<file path="src/rtl/frame_tx_streamer.sv">
// Streams one frame buffer out as SOF, per-pixel channel bytes, checksum and EOF
// into a byte-wide TX FIFO, with stall, abort and single-channel support.
module frame_tx_streamer #(
  parameter int DATA_WIDTH = 8,
  parameter int NUM_CH = 3,
  parameter int PIXELS = 176*240,
  parameter int ADDR_WIDTH = $clog2(PIXELS),
  parameter logic [DATA_WIDTH-1:0] SOF_BYTE = 8'hAA,
  parameter logic [DATA_WIDTH-1:0] EOF_BYTE = 8'h55
) (
  input  logic clk,
  input  logic reset,
  input  logic start,
  input  logic abort,
  input  logic mode_single,
  input  logic [((NUM_CH > 1) ? $clog2(NUM_CH) : 1)-1:0] ch_sel,
  output logic [ADDR_WIDTH-1:0] rd_addr,
  output logic rd_en,
  input  logic [NUM_CH*DATA_WIDTH-1:0] rd_data,
  input  logic tx_fifo_full,
  output logic push_en,
  output logic [DATA_WIDTH-1:0] push_data,
  output logic busy,
  output logic pixel_done,
  output logic frame_done,
  output logic frame_aborted
);

  localparam int CH_W = (NUM_CH > 1) ? $clog2(NUM_CH) : 1;
  localparam logic [CH_W:0] NCH = (CH_W+1)'(NUM_CH);
  localparam logic [CH_W-1:0] TOP_CH = CH_W'(NUM_CH-1);
  localparam logic [ADDR_WIDTH-1:0] LAST = ADDR_WIDTH'(PIXELS-1);

  typedef enum logic [2:0] {
    S_IDLE, S_SOF, S_FETCH, S_WAIT,
    S_SEND, S_CSUM, S_EOF, S_DONE
  } state_t;

  state_t state_q, state_d;
  logic [ADDR_WIDTH-1:0] addr_q, addr_d;
  logic [CH_W-1:0] ch_q, ch_d;
  logic [CH_W-1:0] sel_q, sel_d;
  logic single_q, single_d;
  logic [NUM_CH*DATA_WIDTH-1:0] pix_q, pix_d;
  logic [DATA_WIDTH-1:0] csum_q, csum_d;
  logic push_en_q, push_en_d;
  logic [DATA_WIDTH-1:0] push_data_q, push_data_d;
  logic rd_en_q, rd_en_d;
  logic busy_q, busy_d;
  logic pixel_done_q, pixel_done_d;
  logic frame_done_q, frame_done_d;
  logic aborted_q, aborted_d;

  logic [DATA_WIDTH-1:0] cur_byte;
  logic last_ch;
  logic can_push;

  always_comb begin
    cur_byte = '0;
    for (int k = 0; k < NUM_CH; k++) begin
      if (ch_q == CH_W'(k)) cur_byte = pix_q[k*DATA_WIDTH +: DATA_WIDTH];
    end
  end

  assign last_ch  = single_q || (ch_q == '0);
  assign can_push = !tx_fifo_full;

  always_comb begin
    state_d      = state_q;
    addr_d       = addr_q;
    ch_d         = ch_q;
    sel_d        = sel_q;
    single_d     = single_q;
    pix_d        = pix_q;
    csum_d       = csum_q;
    push_en_d    = 1'b0;
    push_data_d  = push_data_q;
    pixel_done_d = 1'b0;
    frame_done_d = 1'b0;
    aborted_d    = 1'b0;
    if (abort && state_q != S_IDLE) begin
      state_d   = S_IDLE;
      addr_d    = '0;
      aborted_d = 1'b1;
    end else begin
      unique case (state_q)
        S_IDLE: if (start) begin
          single_d = mode_single;
          sel_d    = ({1'b0, ch_sel} < NCH) ? ch_sel : '0;
          csum_d   = '0;
          addr_d   = '0;
          state_d  = S_SOF;
        end
        S_SOF: if (can_push) begin
          push_en_d   = 1'b1;
          push_data_d = SOF_BYTE;
          state_d     = S_FETCH;
        end
        S_FETCH: state_d = S_WAIT;
        S_WAIT: begin
          pix_d   = rd_data;
          ch_d    = single_q ? sel_q : TOP_CH;
          state_d = S_SEND;
        end
        S_SEND: if (can_push) begin
          push_en_d   = 1'b1;
          push_data_d = cur_byte;
          csum_d      = csum_q + cur_byte;
          if (last_ch) begin
            pixel_done_d = 1'b1;
            if (addr_q == LAST) begin
              addr_d  = '0;
              state_d = S_CSUM;
            end else begin
              addr_d  = addr_q + 1'b1;
              state_d = S_FETCH;
            end
          end else begin
            ch_d = ch_q - 1'b1;
          end
        end
        S_CSUM: if (can_push) begin
          push_en_d   = 1'b1;
          push_data_d = csum_q;
          state_d     = S_EOF;
        end
        S_EOF: if (can_push) begin
          push_en_d   = 1'b1;
          push_data_d = EOF_BYTE;
          state_d     = S_DONE;
        end
        S_DONE: begin
          frame_done_d = 1'b1;
          state_d      = S_IDLE;
        end
        default: state_d = S_IDLE;
      endcase
    end
    // Strobes follow the state being entered so they line up with it
    rd_en_d = (state_d == S_FETCH);
    busy_d  = (state_d != S_IDLE);
  end

  always_ff @(posedge clk) begin
    if (reset) begin
      state_q      <= S_IDLE;
      addr_q       <= '0;
      ch_q         <= '0;
      sel_q        <= '0;
      single_q     <= 1'b0;
      pix_q        <= '0;
      csum_q       <= '0;
      push_en_q    <= 1'b0;
      push_data_q  <= '0;
      rd_en_q      <= 1'b0;
      busy_q       <= 1'b0;
      pixel_done_q <= 1'b0;
      frame_done_q <= 1'b0;
      aborted_q    <= 1'b0;
    end else begin
      state_q      <= state_d;
      addr_q       <= addr_d;
      ch_q         <= ch_d;
      sel_q        <= sel_d;
      single_q     <= single_d;
      pix_q        <= pix_d;
      csum_q       <= csum_d;
      push_en_q    <= push_en_d;
      push_data_q  <= push_data_d;
      rd_en_q      <= rd_en_d;
      busy_q       <= busy_d;
      pixel_done_q <= pixel_done_d;
      frame_done_q <= frame_done_d;
      aborted_q    <= aborted_d;
    end
  end

  assign rd_addr       = addr_q;
  assign rd_en         = rd_en_q;
  assign push_en       = push_en_q;
  assign push_data     = push_data_q;
  assign busy          = busy_q;
  assign pixel_done    = pixel_done_q;
  assign frame_done    = frame_done_q;
  assign frame_aborted = aborted_q;

endmodule

</file>
<file path="config.mk">
export PLATFORM = sky130hd
export DESIGN_NAME = frame_tx_streamer
export DESIGN_NICKNAME = d
export VERILOG_FILES = /design/src/rtl/frame_tx_streamer.sv
export SDC_FILE = /design/constraint.sdc
export NUM_CORES = 1
export LEC_CHECK = 0
export BUFFER_PORTS_ARGS = -buffer_cell sky130_fd_sc_hd__buf_2
export CORE_MARGIN = 3
export CORE_UTILIZATION = 50
export CTS_BUF_LIST = sky130_fd_sc_hd__clkbuf_16
export DETAILED_ROUTE_END_ITERATION = 12
export GPL_ROUTABILITY_DRIVEN = 0
export PLACE_DENSITY_LB_ADDON = 0.25
export SETUP_SLACK_MARGIN = 0.2
export SYNTH_ARGS = -nofsm -noshare
export SYNTH_HDL_FRONTEND = slang
export SYNTH_SLANG_ARGS = --single-unit
</file>
<file path="constraint.sdc">
create_clock -name clk -period 2.85 [get_ports clk]
set_input_delay 0.4275 -clock clk [delete_from_list [all_inputs] [get_ports clk]]
set_output_delay 0.4275 -clock clk [all_outputs]
set_load 0.03 [all_outputs]
</file>
==> impl_metrics.tcl <==
set metrics [dict create \
    dp.cells 581 \
    detail-route-antenna-nets 0 \
    critPathTopFamily "simple AND/OR/NAND/NOR gates" \
    antenna_cells 0 \
    rows 30 \
    synthCells 438 \
    holdPathStages 2 \
    yosys_warnings 0 \
    cts-root-buf "clkbuf_16" \
    ys_ff_latch 70 \
    ioPinCount 62 \
    relSlewSlack_pct 49.3 \
    track_usage_pct 22.8 \
    r2r_cells 10 \
    nets 551 \
    gr-total-overflow 0 \
    critPathMaxFanout 8 \
    cts_hold_buf 0 \
    finalCritPeriodShare_pct 94.3 \
    route.vias.total 3531 \
    cts_made_buffers 9 \
    grt_pass1_wl_mm 15.4 \
    synth_edf_count 0 \
    dp_slack_ps -3.49 \
    vias_per_cell 5.81 \
    initial_core_util_pct 52.1 \
    rr_endpoint "csum_q[7]$_SDFFE_PP0P_" \
    p_leak_uw 0.00177 \
    clock.fmax_ghz 0.372 \
    clkPwrFrac_pct 53.9 \
    die-area_um2 8210 \
    rrSetupSlack_ps 160 \
    die_h_um 90.6 \
    coreArea_um2 6870 \
    grt_max_degree 49 \
    worstMarginPinSlew_ps 760 \
    dpl.hpwl_mm 6.20 \
    yosysTopAreaCellShare_pct 39.2 \
    status "completed" \
    slew_violations 0 \
    async_flop_share_pct 0 \
    yosysSeqAreaShare_pct 39.2 \
    period_needed_ps 2690 \
    final_core_util_pct 66.6 \
    drc 0 \
    min_to "state_q[0]$_SDFF_PP0_" \
    fin_cells 608 \
    antenna_found_initial 0 \
    area_growth_pct 27.9 \
    cts.sinks 70 \
    start_kind "register" \
    yosys-top-cells-area "dfxtp_1 (39%), nand2_1 (7.0%), a21oi_1 (5.3%)" \
    cpPeakStageDelay_ps 530 \
    seq_power_share_pct 39.8 \
    netSwitchingFraction_pct 21.0 \
    clk_latency_ps 330 \
    hold_violations 0 \
    hp-class "in2reg" \
    crit_type "reg2reg" \
    port_buffers 61 \
    rr_startpoint "ch_q[1]$_SDFFE_PP0P_" \
    die-width_um 90.6 \
    power_density_nw_per_um2 550 \
    rsz0062_at_grt "true" \
    htreeDepth 3 \
    fin_worst_skew_ps 7.66 \
    yosysMostFrequentCell "dfxtp_1" \
    grt_pass1_vias 3208 \
    drtPass1Iterations 5 \
    path_cells "inv_4 > ha_4 > buf_6 > nand2_1 > a31oi_2 > ha_1 > or3_1 > and4_1 > or4b_1 > a31oi_1" \
    setup_viol 0 \
    synth_ff_type "dfxtp_1" \
    hp-start "reset" \
    cpMaxStageDelayCell "or4b_1" \
    filler_cell_count 586 \
    syn_area_um2 3580 \
    routed_wl_mm 9.51 \
    cp.arrival_ps 2930 \
    cp-end-kind "register" \
    placed_area_um2 3970 \
    cts_tree "done" \
    fin_area_um2 4580 \
    switchingPower_uw 530 \
    crit_required_ps 3100 \
    syn-num-nets 482 \
    drtIter0Drc 285 \
    critPathBufInv 2 \
    yosysTopAreaCell "dfxtp_1" \
    setup_slack_ps 161 \
    synth.avg_cell_area_um2 8.17 \
    avgRoutedWirePerCell_um 15.6 \
    drv_cap 0 \
    power_frac_comb_pct 6.3 \
    clk_pin_slew_worst_paths_ps 60 \
    vdd_drop_max_uv 376 \
    drive_above_1_share_pct 26.2 \
    internal-power_uw 1990 \
    synth.distinct_cells 62 \
    yosys-top-cells-count "dfxtp_1 (70), nand2_1 (67), a21oi_1 (38), nor2_1 (38), clkbuf_1 (17)" \
    cts_buffer_depth 2 \
]
[cells by family (layout without fill, tap and decap cells)]
kind of cell             count (synthesis)  after routing  synth area share [%]
multiplexers                             1              1                 0.280
adder cells (fa/ha/maj)                 12             12                  4.41
buffers and inverters                   40            114                  4.82
flip-flops                              70             70                  39.2
AND/OR/NAND/NOR                        192            192                  28.3
AO/OA/AOI/OAI                          112            112                  20.3
XOR/XNOR                                11             11                  2.69
[state kept, by name, indices dropped and copies added (netlist names), 2 cells and up]
signal     count
state_q        3
ch_q           2
csum_q         8
push_data      8
pix_q         24
sel_q          2
rd_addr       16
[worst max-delay path by stage]
stage                               startpoint                     end  cells past startpoint
after floorplan           ch_q[1]$_SDFFE_PP0P_  csum_q[7]$_SDFFE_PP0P_                     12
final                     ch_q[1]$_SDFFE_PP0P_  csum_q[7]$_SDFFE_PP0P_                     10
after CTS                 ch_q[1]$_SDFFE_PP0P_  csum_q[7]$_SDFFE_PP0P_                     10
after global placement    ch_q[1]$_SDFFE_PP0P_  csum_q[7]$_SDFFE_PP0P_                     11
after detailed placement  ch_q[1]$_SDFFE_PP0P_  csum_q[7]$_SDFFE_PP0P_                     11
after global routing      ch_q[0]$_SDFFE_PP0P_  csum_q[7]$_SDFFE_PP0P_                     10
[per-layer routing]
| layer | global-route usage [%] | wire (um) | up-vias |
|---|---|---|---|
| met3 | 3.75 | 609 | 24 |
| met5 | 0 | 0 | - |
| li1 | - | - | 1698 |
| met4 | 10.2 | 216 | 0 |
| met1 | 30.9 | 4240 | 1648 |
| met2 | 35.7 | 4440 | 161 |
[stage by stage]
| step | setup TNS [ps] | hold WS [ps] | power (uW) |
|---|---|---|---|
| floorplan | 0 | 436 | 1130 |
| global placement | 0 | 447 | 1170 |
| detailed placement | -3.49 | 450 | 1180 |
| CTS | 0 | 321 | 2520 |
| global route | 0 | 338 | 2600 |
| finish | 0 | 330 | 2520 |
[power by group through the flow]
stage	clock [uW]	sequential (uW)	combinational (uW)
2_1_floorplan	0	1030	96.4
3_5_place_dp	0	1020	151
6_report	1360	1000	159
5_1_grt	1420	1000	174
4_1_cts	1360	1000	155
3_3_place_gp	0	1020	150
[final cells by class]
class                           count  area (um2)  share of cell area [%]
Multi-Input combinational cell    328        2150                    47.1
Clock inverter                      7         136                    2.98
Tap cell                           96         120                    2.62
Inverter                           16        65.1                    1.42
Clock buffer                        9         225                    4.92
Sequential cell                    70        1410                    30.7
Timing Repair Buffer               82         470                    10.3
[layout by cell type, fill, tap and decap left out, types with 3 or more instances in the layout]
cell type  instances
ha_1               5
nor2_1            38
or2_2              3
nand4_1            6
nor2b_1           10
nand2_1           67
nand2b_1           4
buf_4             19
buf_2             61
o211ai_1           3
ha_4               5
and4_1             3
clkbuf_16          9
inv_1             12
o21ai_1            3
xor2_1             4
nand3b_1          11
nor3_2             3
and3_1             5
dfxtp_1           68
o32ai_1            4
a21o_1             3
o22a_1             3
nor3b_1            6
bufinv_16          4
a31oi_1            5
nor3_1             7
a2bb2oi_1          3
a21boi_0           4
a311oi_1           4
o21ai_0           16
xnor2_1            7
a21oi_1           37
nand3_1            7
a31oi_2            3
or3_1              7
a211oi_1           3
[repair_timing]
item | in CTS | in global routing
gates resized for setup | 17 | 18
setup endpoints to repair | 2 | 3
cloned | 0 | 0
buffers inserted | 7 | 4
pin swaps | 6 | 11
No activity file was read; power rests on OpenSTA's default activity.
